==> src/rtl/keypad_pkg.sv <==
// Shared keypad definitions: control key codes, press-detect FSM states
// and a helper that classifies a key code as a digit or a control key.
package keypad_pkg;

    localparam logic [3:0] KEY_CLR = 4'hC;
    localparam logic [3:0] KEY_DEL = 4'hD;
    localparam logic [3:0] KEY_ENT = 4'hE;

    typedef enum logic {
        S_WAIT_PRESS   = 1'b0,
        S_WAIT_RELEASE = 1'b1
    } press_state_e;

    typedef enum logic [1:0] {
        K_DIGIT,
        K_CLR,
        K_DEL,
        K_ENT
    } key_kind_e;

    function automatic key_kind_e classify_key(
        input logic [3:0] code,
        input logic [3:0] clr,
        input logic [3:0] del,
        input logic [3:0] ent
    );
        key_kind_e kind;
        kind = K_DIGIT;
        if (code == clr)
            kind = K_CLR;
        else if (code == del)
            kind = K_DEL;
        else if (code == ent)
            kind = K_ENT;
        return kind;
    endfunction

endpackage

==> src/rtl/key_press_detect.sv <==
// Synchronises the scanner key-held flag and emits one press event per press.
// Ports: i_clk, i_rst_n, i_key_val/i_key_valid in; o_press_evt, o_key_code out.
module key_press_detect
    import keypad_pkg::*;
(
    input  logic       i_clk,
    input  logic       i_rst_n,
    input  logic [3:0] i_key_val,
    input  logic       i_key_valid,
    output logic       o_press_evt,
    output logic [3:0] o_key_code
);

    logic [1:0]   sync_r;
    logic         kv_s;
    press_state_e state_r;
    press_state_e state_nxt;
    logic         press_nxt;

    assign kv_s = sync_r[1];

    always_ff @(posedge i_clk or negedge i_rst_n) begin
        if (!i_rst_n) begin
            sync_r <= 2'b00;
        end else begin
            sync_r <= {sync_r[0], i_key_valid};
        end
    end

    always_comb begin
        state_nxt = state_r;
        press_nxt = 1'b0;
        unique case (state_r)
            S_WAIT_PRESS: begin
                if (kv_s) begin
                    state_nxt = S_WAIT_RELEASE;
                    press_nxt = 1'b1;
                end
            end
            S_WAIT_RELEASE: begin
                if (!kv_s)
                    state_nxt = S_WAIT_PRESS;
            end
            default: state_nxt = S_WAIT_PRESS;
        endcase
    end

    // Key code is captured together with the event so decoding sees a
    // value that was stable while the flag was high.
    always_ff @(posedge i_clk or negedge i_rst_n) begin
        if (!i_rst_n) begin
            state_r     <= S_WAIT_PRESS;
            o_press_evt <= 1'b0;
            o_key_code  <= 4'h0;
        end else begin
            state_r     <= state_nxt;
            o_press_evt <= press_nxt;
            if (press_nxt)
                o_key_code <= i_key_val;
        end
    end

endmodule

==> src/rtl/key_entry_buffer.sv <==
// Assembles keypad presses into a multi-digit hex entry with clear/delete/
// enter keys and inactivity auto-clear. Ports: i_clk, i_rst_n, i_key_val,
// i_key_valid in; o_entry, o_digit_cnt, o_value, o_value_cnt,
// o_value_valid (commit pulse), o_overflow (sticky), o_timeout (pulse) out.
module key_entry_buffer
    import keypad_pkg::*;
#(
    parameter int unsigned MAX_DIGITS  = 4,
    parameter logic [3:0]  CLR_KEY     = KEY_CLR,
    parameter logic [3:0]  DEL_KEY     = KEY_DEL,
    parameter logic [3:0]  ENT_KEY     = KEY_ENT,
    parameter logic [31:0] TIMEOUT_CYC = 32'd250_000_000
) (
    input  logic                               i_clk,
    input  logic                               i_rst_n,
    input  logic [3:0]                         i_key_val,
    input  logic                               i_key_valid,
    output logic [4*MAX_DIGITS-1:0]            o_entry,
    output logic [$clog2(MAX_DIGITS+1)-1:0]    o_digit_cnt,
    output logic [4*MAX_DIGITS-1:0]            o_value,
    output logic [$clog2(MAX_DIGITS+1)-1:0]    o_value_cnt,
    output logic                               o_value_valid,
    output logic                               o_overflow,
    output logic                               o_timeout
);

    localparam int EW = 4 * MAX_DIGITS;
    localparam int CW = $clog2(MAX_DIGITS + 1);

    logic        press_evt;
    logic [3:0]  key_code;
    key_kind_e   kind;
    logic [31:0] tmo_cnt;
    logic        tmo_en;
    logic        tmo_hit;

    key_press_detect u_detect (
        .i_clk       (i_clk),
        .i_rst_n     (i_rst_n),
        .i_key_val   (i_key_val),
        .i_key_valid (i_key_valid),
        .o_press_evt (press_evt),
        .o_key_code  (key_code)
    );

    assign kind    = classify_key(key_code, CLR_KEY, DEL_KEY, ENT_KEY);
    assign tmo_en  = (TIMEOUT_CYC != 32'd0) && (o_digit_cnt != '0);
    assign tmo_hit = tmo_en && (tmo_cnt == TIMEOUT_CYC - 32'd1);

    // A press event takes priority over expiry in the same cycle.
    always_ff @(posedge i_clk or negedge i_rst_n) begin
        if (!i_rst_n) begin
            o_entry       <= '0;
            o_digit_cnt   <= '0;
            o_value       <= '0;
            o_value_cnt   <= '0;
            o_value_valid <= 1'b0;
            o_overflow    <= 1'b0;
            o_timeout     <= 1'b0;
            tmo_cnt       <= 32'd0;
        end else begin
            o_value_valid <= 1'b0;
            o_timeout     <= 1'b0;
            if (press_evt) begin
                tmo_cnt <= 32'd0;
                unique case (kind)
                    K_DIGIT: begin
                        if (o_digit_cnt < CW'(MAX_DIGITS)) begin
                            o_entry     <= (o_entry << 4) | EW'(key_code);
                            o_digit_cnt <= o_digit_cnt + CW'(1);
                        end else begin
                            o_overflow  <= 1'b1;
                        end
                    end
                    K_CLR: begin
                        o_entry     <= '0;
                        o_digit_cnt <= '0;
                        o_overflow  <= 1'b0;
                    end
                    K_DEL: begin
                        if (o_digit_cnt != '0) begin
                            o_entry     <= o_entry >> 4;
                            o_digit_cnt <= o_digit_cnt - CW'(1);
                        end
                    end
                    K_ENT: begin
                        if (o_digit_cnt != '0) begin
                            o_value       <= o_entry;
                            o_value_cnt   <= o_digit_cnt;
                            o_value_valid <= 1'b1;
                            o_entry       <= '0;
                            o_digit_cnt   <= '0;
                            o_overflow    <= 1'b0;
                        end
                    end
                    default: ;
                endcase
            end else if (tmo_hit) begin
                o_entry     <= '0;
                o_digit_cnt <= '0;
                o_overflow  <= 1'b0;
                o_timeout   <= 1'b1;
                tmo_cnt     <= 32'd0;
            end else if (tmo_en) begin
                tmo_cnt <= tmo_cnt + 32'd1;
            end else begin
                tmo_cnt <= 32'd0;
            end
        end
    end

endmodule
==> config.mk <==
export PLATFORM = sky130hd
export DESIGN_NAME = key_entry_buffer
export DESIGN_NICKNAME = d
export VERILOG_FILES = /design/src/rtl/keypad_pkg.sv /design/src/rtl/key_press_detect.sv /design/src/rtl/key_entry_buffer.sv
export SDC_FILE = /design/constraint.sdc
export NUM_CORES = 1
export LEC_CHECK = 0
export BUFFER_PORTS_ARGS = -buffer_cell sky130_fd_sc_hd__buf_2
export CAP_MARGIN = 5
export CORE_MARGIN = 3
export CORE_UTILIZATION = 35
export DETAILED_ROUTE_END_ITERATION = 8
export PLACE_DENSITY = 0.62
export SLEW_MARGIN = 20
export SYNTH_ARGS = -nofsm -noshare
export SYNTH_HDL_FRONTEND = slang
export SYNTH_SLANG_ARGS = --single-unit
==> constraint.sdc <==
create_clock -name i_clk -period 2.4 [get_ports i_clk]
set_clock_uncertainty 0.05 [all_clocks]
set_input_delay 0.48 -clock i_clk [delete_from_list [all_inputs] [get_ports i_clk]]
set_output_delay 0.48 -clock i_clk [all_outputs]
set_load 0.02 [all_outputs]
==> results of run 1 <==
flip-flops by register name, indices dropped and copies added, names as in the netlist:
name	flops
o_overflow	1
u_detect.sync_r	2
o_value_valid	1
o_entry	16
o_digit_cnt	3
o_value_cnt	3
u_detect.o_key_code	4
o_timeout	1
tmo_cnt	32
u_detect.o_press_evt	1
u_detect.state_r	1
o_value	16
cell usage after synthesis, drive strengths merged:
cell type and count:
dfrtp 81, nand2 58, nor2 37, mux2 20, xor2 19, nand3 17, o21ai 14, clkbuf 11
inv 11, nand4 11, a22oi 10, o22ai 10, nor3 8, xnor2 8, buf 7, a22o 6
a21oi 5, nor4 5, nor4b 5, and3 4, o32ai 4, and4b 3, a21o 2, and2 2
mux2i 2, nand4b 2, nor2b 2, o2bb2ai 2, o31ai 2, or3 2, or4 2, a2111oi 1
a31oi 1, fa 1, ha 1, nand2b 1, nor4bb 1, o221ai 1, o311ai 1
metal layers:
metal	track usage [%]	up-vias
met5	0	-
met3	4.18	12
met4	4.79	0
li1	-	1447
met2	23.3	82
met1	21.0	1527
per-stage QoR:
| step | std cells | util [%] | setup WS, ns | instance area, sq um | power (uW) |
|---|---|---|---|---|---|
| 2_1_floorplan | 380 | - | 0.461 | 3900 | 2540 |
| 3_3_place_gp | 558 | 41.0 | 0.370 | 4340 | 2950 |
| 3_5_place_dp | 558 | 41.0 | 0.319 | 4340 | 2980 |
| 4_1_cts | 573 | 43.0 | 0.293 | 4560 | 4090 |
| 5_1_grt | 573 | 43.0 | 0.144 | 4560 | 4280 |
| 6_report | 573 | 43.0 | 0.295 | 4560 | 4040 |
logic make-up (layout without fill, tap and decap cells):
group / Yosys count / count (layout) / synth area share [%]
AO/OA/AOI/OAI: 59 / 59 / 10.3
XOR/XNOR: 27 / 27 / 6.06
adder cells (fa/ha/maj): 2 / 2 / 0.834
buffers and inverters: 29 / 86 / 3.30
flip-flops: 81 / 81 / 52.0
multiplexers: 22 / 22 / 6.29
AND/OR/NAND/NOR: 160 / 160 / 21.3
worst min-delay path by stage:
stage	start	end	slack, ns	cells past startpoint
floorplan	i_rst_n	o_digit_cnt[0]	0.13	0
global placement	u_detect.sync_r[0]	u_detect.sync_r[1]	0.28	0
detailed placement	u_detect.sync_r[0]	u_detect.sync_r[1]	0.31	0
CTS	i_rst_n	tmo_cnt[24]	0.03	1
global route	i_rst_n	tmo_cnt[24]	0.06	1
finish	i_rst_n	tmo_cnt[24]	0.04	1
final cells by class:
| class | instances | area [sq um] |
|---|---|---|
| clock buffer | 10 | 138 |
| clock inverter | 5 | 80.1 |
| fill | 1005 | 6040 |
| inverter | 11 | 41.3 |
| multi-input combinational | 270 | 1750 |
| sequential | 81 | 2030 |
| tap | 136 | 170 |
| timing repair buffer | 60 | 360 |
power groups by stage:
| stage | clock (uW) | sequential (uW) | combinational (uW) |
|---|---|---|---|
| 6_report | 1090 | 1820 | 1120 |
| 3_5_place_dp | 0 | 1840 | 1130 |
| 5_1_grt | 1190 | 1870 | 1230 |
| 2_1_floorplan | 0 | 1990 | 556 |
| 4_1_cts | 1130 | 1820 | 1130 |
| 3_3_place_gp | 0 | 1840 | 1110 |
critical path, cell delays in order (launching register included):
cell and delay (ns):
dfrtp_1 0.43, or4_4 0.58, nor4_4 0.30, and2_2 0.21, a21o_1 0.16, buf_12 0.19
nor2_1 0.07
==> results_dict.tcl, run 1 <==
set metrics [dict create \
    grt_max_degree 44 \
    reg2reg_from "tmo_cnt[24]" \
    clock_power_share_pct 27.0 \
    area_delta_synth_final_pct 16.9 \
    r2r_setup_slack_ns 0.29 \
    die_y_microns 112 \
    p_leak_uw 0.00209 \
    syn_area_sq_mm 0.00390 \
    grt_remaining_overflow 0 \
    synth_cells 380 \
    routedWlPerCell_microns 15.6 \
    setup_tns_ns 0 \
    whs_ns 0.0366 \
    worst_slew_pin_slew_ns 0.624 \
    path_class "reg -> reg" \
    ctsResizeCount 0 \
    seq_power_share_pct 45.2 \
    mostFrequentLayoutCell "dfrtp_1" \
    drv_slew 0 \
    r2r_end "tmo_cnt[23]" \
    yosys_warnings 0 \
    num_rows 37 \
    rsz0062_at_grt "false" \
    cts_buffers 9 \
    post-route-min-period_ns 2.11 \
    finalHoldViolCount 0 \
    first_global_vias 3090 \
    via_count 3068 \
    maxCapViolCount 0 \
    power_frac_comb_pct 27.8 \
    drcViolationCount 0 \
    period_share_pct 87.7 \
    ios 48 \
    required_ns 2.59 \
    synth_area_leaders "dfrtp_1, mux2_2, nand2_1" \
    clock_latency_ns 0.36 \
    clk_pin_slew_ns 0.08 \
    wirelength_met1_mm 4.11 \
    p_int_uw 2600 \
    cts_sinks 81 \
    max_freq_ghz 0.475 \
    yosys.area.top_type_share_pct 52.0 \
    holdBufCountCts 0 \
    cts_tree "built" \
    drive_gt1_share_pct 24.3 \
    p_per_area_mw_per_mm2 885 \
    status "finished clean" \
    core_sq_mm 0.0106 \
    layout_common_cells "dfrtp_1, nand2_1, buf_2" \
    die_w_microns 112 \
    relSlewSlack_pct 58.2 \
    first_iter_violations 240 \
    vdd_drop_max_v 0.000465 \
    start_util_pct 36.8 \
    routed_wirelength_mm 8.92 \
    routed-wl-met2_mm 4.18 \
    dr_wl_met3_microns 515 \
    gp_congestion 0.845 \
    p_switching_uw 1430 \
    synthDistinctLibCells 50 \
    setup.worst_path.end_class "register" \
    worstSetupStartpointType "register" \
    viasPerCell 5.35 \
    cts_buffer_depth 2 \
    drtPass1Iterations 5 \
    ant_nets 0 \
    finalNetCount 442 \
    antenna_found_initial 0 \
    min_path_type "in -> async" \
    worst_r2r_path_depth 6 \
    crit_fanout 30 \
    top_layer "met4" \
    grt_pass1_wl_mm 15.6 \
    ys_seq_elements 81 \
    root_buffer "clkbuf_8" \
    post_cts_buffers 0 \
    htree_levels 3 \
    n_antenna_cell 0 \
    setup_viol 0 \
    syn-num-nets 389 \
    place_hpwl_mm 6.35 \
    cp-startpoint "tmo_cnt[24]" \
    switching_share_pct 35.5 \
    yosysSeqAreaShare_pct 52.0 \
    die_area_sq_mm 0.0124 \
    worstSetupEndpoint "tmo_cnt[23]" \
    grt_use_total_pct 15.2 \
    crit_arrival_ns 2.29 \
    port-buffer-count 47 \
    synth_top_cell_by_area "dfrtp_1" \
    syn-mean-instance-area_sq_um 10.3 \
]
(Power assumes the default switching activity.)
==> inputs of run 2 (changes only) <==
--- a/config.mk
+++ b/config.mk
@@ -10,6 +10,7 @@
 export CORE_MARGIN = 3
 export CORE_UTILIZATION = 35
 export DETAILED_ROUTE_END_ITERATION = 8
+export MAX_ROUTING_LAYER = met4
 export PLACE_DENSITY = 0.62
 export SLEW_MARGIN = 20
 export SYNTH_ARGS = -nofsm -noshare
==> run 2 against run 1 <==
  * Total power about the same
  * Non-clock buffer count unchanged
  * Utilization did not move
  * Final cell count is the same
  * Worst setup slack got worse by 0.0014 ns
  * Via count hardly changed
  * Die area unchanged
  * Critical endpoint unchanged
  * Largest cell class unchanged
==> results_dict.tcl, run 2 (same netlist as run 1, synthesis figures left out) <==
set metrics [dict create \
    clock_latency_ns 0.36 \
    p_leak_uw 0.00209 \
    drtPass1Iterations 4 \
    grt_remaining_overflow 0 \
    ant_nets 0 \
    power_frac_comb_pct 27.8 \
    place_hpwl_mm 6.35 \
    largest_reg_flops 32 \
    ios 48 \
    setup.worst_path.end_class "register" \
    die_w_microns 112 \
    whs_ns 0.0357 \
    cts_buffers 9 \
    grt_pass1_wl_mm 15.6 \
    clock_power_share_pct 27.0 \
    num_rows 37 \
    slowest_stage "or4_4" \
    final_util_pct 43.0 \
    n_antenna_cell 0 \
    path_class "reg -> reg" \
    area_delta_synth_final_pct 16.9 \
    p_switching_uw 1440 \
    period_share_pct 87.8 \
    antenna_found_initial 0 \
    setup_viol 0 \
    crit_arrival_ns 2.30 \
    cts_sinks 81 \
    holdBufCountCts 0 \
    ctsResizeCount 0 \
    maxCapViolCount 0 \
    placed_cell_area_sq_mm 0.00434 \
    grt_max_degree 44 \
    die_y_microns 112 \
    post-route-min-period_ns 2.11 \
    switching_share_pct 35.6 \
    start_util_pct 36.8 \
    drive_gt1_share_pct 24.3 \
    core_sq_mm 0.0106 \
    cts_buffer_depth 2 \
    drv_slew 0 \
    max_freq_ghz 0.475 \
    required_ns 2.59 \
    layout_common_cells "dfrtp_1, nand2_1, buf_2" \
    port-buffer-count 47 \
    root_buffer "clkbuf_8" \
    crit_chain "or4_4 -> nor4_4 -> and2_2 -> a21o_1 -> buf_12 -> nor2_1" \
    grt_use_total_pct 15.7 \
    min_path_type "in -> async" \
    cts_tree "built" \
    largestRegisters "tmo_cnt (32), o_entry (16), o_value (16)" \
    first_global_vias 3082 \
    clk_pin_slew_ns 0.08 \
    cpPeakStageDelay_ns 0.58 \
    htree_levels 3 \
    mostFrequentLayoutCell "dfrtp_1" \
    fillers 1005 \
    r2r_setup_slack_ns 0.29 \
    finalNetCount 442 \
    routed_wirelength_mm 8.93 \
    crit_fanout 30 \
    cp_num_buf_inv 1 \
    postLayoutCellArea_sq_mm 0.00456 \
    finalHoldViolCount 0 \
    first_iter_violations 238 \
    die_area_sq_mm 0.0124 \
    post_cts_buffers 0 \
    drcViolationCount 0 \
    status "finished clean" \
    p_int_uw 2600 \
    top_register "tmo_cnt" \
    power.total_uw 4040 \
    cp_top_family "simple AND/OR/NAND/NOR gates" \
    viasPerCell 5.36 \
    gp_congestion 0.858 \
    routedWlPerCell_microns 15.6 \
    relSlewSlack_pct 55.9 \
    seq_power_share_pct 45.1 \
    p_per_area_mw_per_mm2 885 \
    vdd_drop_max_v 0.000464 \
    worstSetupStartpointType "register" \
    setup_tns_ns 0 \
    via_count 3069 \
    worst_slew_pin_slew_ns 0.659 \
    rsz0062_at_grt "false" \
]
-- run 2: cell counts in the layout (fill, tap and decap cells not counted) --
Identical to the previous run, type by type.
-- run 2: layout make-up --
cell class	count	area, sq um	area share (%)
Inverter	11	41.3	0.905
Sequential cell	81	2030	44.4
Timing Repair Buffer	60	360	7.90
Multi-Input combinational cell	270	1750	38.3
Clock inverter	5	80.1	1.76
Clock buffer	10	138	3.02
Tap cell	136	170	3.73
-- run 2: power by group through the flow --
| stage | Sequential [uW] | Combinational, uW | Clock (uW) |
|---|---|---|---|
| 3_5_place_dp | 1840 | 1130 | 0 |
| 3_3_place_gp | 1840 | 1110 | 0 |
| 2_1_floorplan | 1990 | 556 | 0 |
| 5_1_grt | 1870 | 1230 | 1190 |
| 6_report | 1820 | 1120 | 1090 |
| 4_1_cts | 1820 | 1130 | 1130 |
-- run 2: layer usage --
metal | vias up | track usage [%] | share of wire, %
met3 | 10 | 3.97 | 5.4
met2 | 80 | 23.4 | 47
met4 | 0 | 4.79 | 1.3
li1 | 1451 | - | -
met1 | 1528 | 21.2 | 47
met5 | - | - | 0
-- run 2: worst paths after layout --
path | end | depth (start not counted) | from
worst max-delay path | tmo_cnt[23] | 6 | tmo_cnt[24]
worst min-delay path | tmo_cnt[24] | 1 | i_rst_n
worst max register to register | tmo_cnt[23] | 6 | tmo_cnt[24]
worst min register to register | u_detect.sync_r[1] | 0 | u_detect.sync_r[0]
max in group asynchronous | o_value[14] | 2 | i_rst_n
min in group i_clk | u_detect.sync_r[0] | 1 | i_key_valid
-- run 2: per-stage QoR --
step                std cells  setup slack (ns)
finish                    573             0.293
floorplan                 380             0.461
global placement          558             0.370
global route              573             0.144
detailed placement        558             0.319
CTS                       573             0.293
==> inputs of run 3 (changes only) <==
--- a/config.mk
+++ b/config.mk
@@ -10,8 +10,10 @@
 export CORE_MARGIN = 3
 export CORE_UTILIZATION = 35
 export DETAILED_ROUTE_END_ITERATION = 8
+export HOLD_SLACK_MARGIN = 0.06
 export MAX_ROUTING_LAYER = met4
 export PLACE_DENSITY = 0.62
+export SETUP_SLACK_MARGIN = 0.3
 export SLEW_MARGIN = 20
 export SYNTH_ARGS = -nofsm -noshare
 export SYNTH_HDL_FRONTEND = slang
==> run 3 against run 2 <==
  * Worst setup slack gained 0.070 ns
  * Final cell count grew 0.70%
  * Combinational power is essentially flat
  * Wire length grew 0.82%
  * Via count grew 1.4%
  * Clock power is essentially flat
  * Critical path depth is the same
  * Sequential power is essentially flat
  * Critical path type unchanged
  * Largest cell class unchanged
==> results_dict.tcl, run 3 (same netlist as run 1, synthesis figures left out) <==
set metrics [dict create \
    grt_remaining_overflow 0 \
    post-route-min-period_ns 2.04 \
    die_y_microns 112 \
    setup.worst_path.end_class "register" \
    grt_use_total_pct 15.7 \
    ios 48 \
    p_leak_uw 0.00216 \
    rsz0062_at_grt "true" \
    port-buffer-count 47 \
    worst_r2r_path_depth 6 \
    htree_levels 3 \
    worstSetupStartpointType "register" \
    antenna_found_initial 0 \
    first_global_vias 3091 \
    drive_gt1_share_pct 25.4 \
    die_area_sq_mm 0.0124 \
    largest_reg_flops 32 \
    setup_viol 0 \
    cts_sinks 81 \
    clock_latency_ns 0.36 \
    viasPerCell 5.39 \
    cts_tree "built" \
    place_hpwl_mm 6.35 \
    finalHoldViolCount 0 \
    core_sq_mm 0.0106 \
    root_buffer "clkbuf_8" \
    cts_buffer_depth 2 \
    power.total_uw 4050 \
    grt_max_degree 44 \
    clk_pin_slew_ns 0.08 \
    max_freq_ghz 0.491 \
    cts_buffers 9 \
    crit_fanout 30 \
    die_w_microns 112 \
    largestRegisters "tmo_cnt (32), o_entry (16), o_value (16)" \
    start_util_pct 36.8 \
    vdd_drop_max_v 0.000464 \
    drtPass1Iterations 5 \
    worst_slew_pin_slew_ns 0.643 \
    period_share_pct 84.9 \
    whs_ns 0.172 \
    area_delta_synth_final_pct 18.9 \
    hold_path_depth 1 \
    status "finished clean" \
    setup_tns_ns 0 \
    maxCapViolCount 0 \
    min_path_type "in -> reg" \
    num_rows 37 \
    fillers 1003 \
    crit_arrival_ns 2.23 \
    routedWlPerCell_microns 15.6 \
    first_iter_violations 259 \
    top_register "tmo_cnt" \
    r2r_setup_slack_ns 0.36 \
    drcViolationCount 0 \
    grt_pass1_wl_mm 15.6 \
    via_count 3112 \
    ant_nets 0 \
    p_per_area_mw_per_mm2 874 \
    required_ns 2.59 \
    mostFrequentLayoutCell "dfrtp_1" \
    relSlewSlack_pct 57.0 \
    n_antenna_cell 0 \
    path_class "reg -> reg" \
    routed_wirelength_mm 9.00 \
    layout_common_cells "dfrtp_1, nand2_1, buf_2" \
    finalNetCount 446 \
    drv_slew 0 \
    gp_congestion 0.858 \
]
## run 3: changes by cell type in the layout (fill, tap and decap cells not counted), sizes merged
cell,change
dlygate4sd3,+1
buf,+3
## run 3: worst max-delay path: stages (launching register included)
cell and delay [ns]:
dfrtp_1 0.43, or4_4 0.58, nor4_4 0.22, and2_2 0.21
a21o_1 0.16, buf_12 0.19, nor2_1 0.07
## run 3: metrics by stage
| step | setup WS, ns | util [%] | cell area [sq um] | instances |
|---|---|---|---|---|
| 3_5_place_dp | 0.319 | 41.0 | 4340 | 558 |
| 2_1_floorplan | 0.461 | - | 3900 | 380 |
| 4_1_cts | 0.324 | 43.1 | 4570 | 574 |
| 6_report | 0.364 | 43.7 | 4640 | 577 |
| 5_1_grt | 0.229 | 43.7 | 4640 | 577 |
| 3_3_place_gp | 0.370 | 41.0 | 4340 | 558 |
## run 3: path summary, 6_finish.rpt
check,startpoint,to
hold reg to reg,u_detect.sync_r[0],u_detect.sync_r[1]
max in group asynchronous,i_rst_n,o_value[14]
setup reg to reg,tmo_cnt[24],tmo_cnt[23]
min in group asynchronous,i_rst_n,tmo_cnt[24]
hold / removal,i_key_valid,u_detect.sync_r[0]
setup / recovery,tmo_cnt[24],tmo_cnt[23]
## run 3: repair_timing
action | 4_1_cts | 5_1_grt
pin swaps | 1 | 1
setup buffers | 0 | 3
endpoints found under the hold margin | 38 | 0
gates resized for setup | 0 | 8
endpoints found under the setup margin | 1 | 42
hold buffers | 1 | 0
## run 3: where the power goes
group          internal [uW]  switching, uW  leakage (uW)  total [uW]
logic                    440            694      0.000966        1130
registers               1570            255       0.00109        1830
clock network            606            488      0.000104        1090
total                   2620           1440       0.00216        4050
## run 3: layout make-up
cell class	count	area (sq um)	share of cell area [%]
multi-input cells	270	1780	38.5
well taps	136	170	3.67
flip-flops and latches	81	2030	43.7
inverters	11	41.3	0.890
clock inverters	5	80.1	1.73
repair buffers	64	397	8.55
clock buffers	10	138	2.97
## run 3: per-layer routing
layer / global-route usage, % / vias up / wire (microns)
li1: - / 1457 / -
met1: 21.2 / 1562 / 4190
met2: 23.4 / 84 / 4250
met3: 3.91 / 9 / 461
met4: 4.79 / 0 / 105
met5: - / - / 0
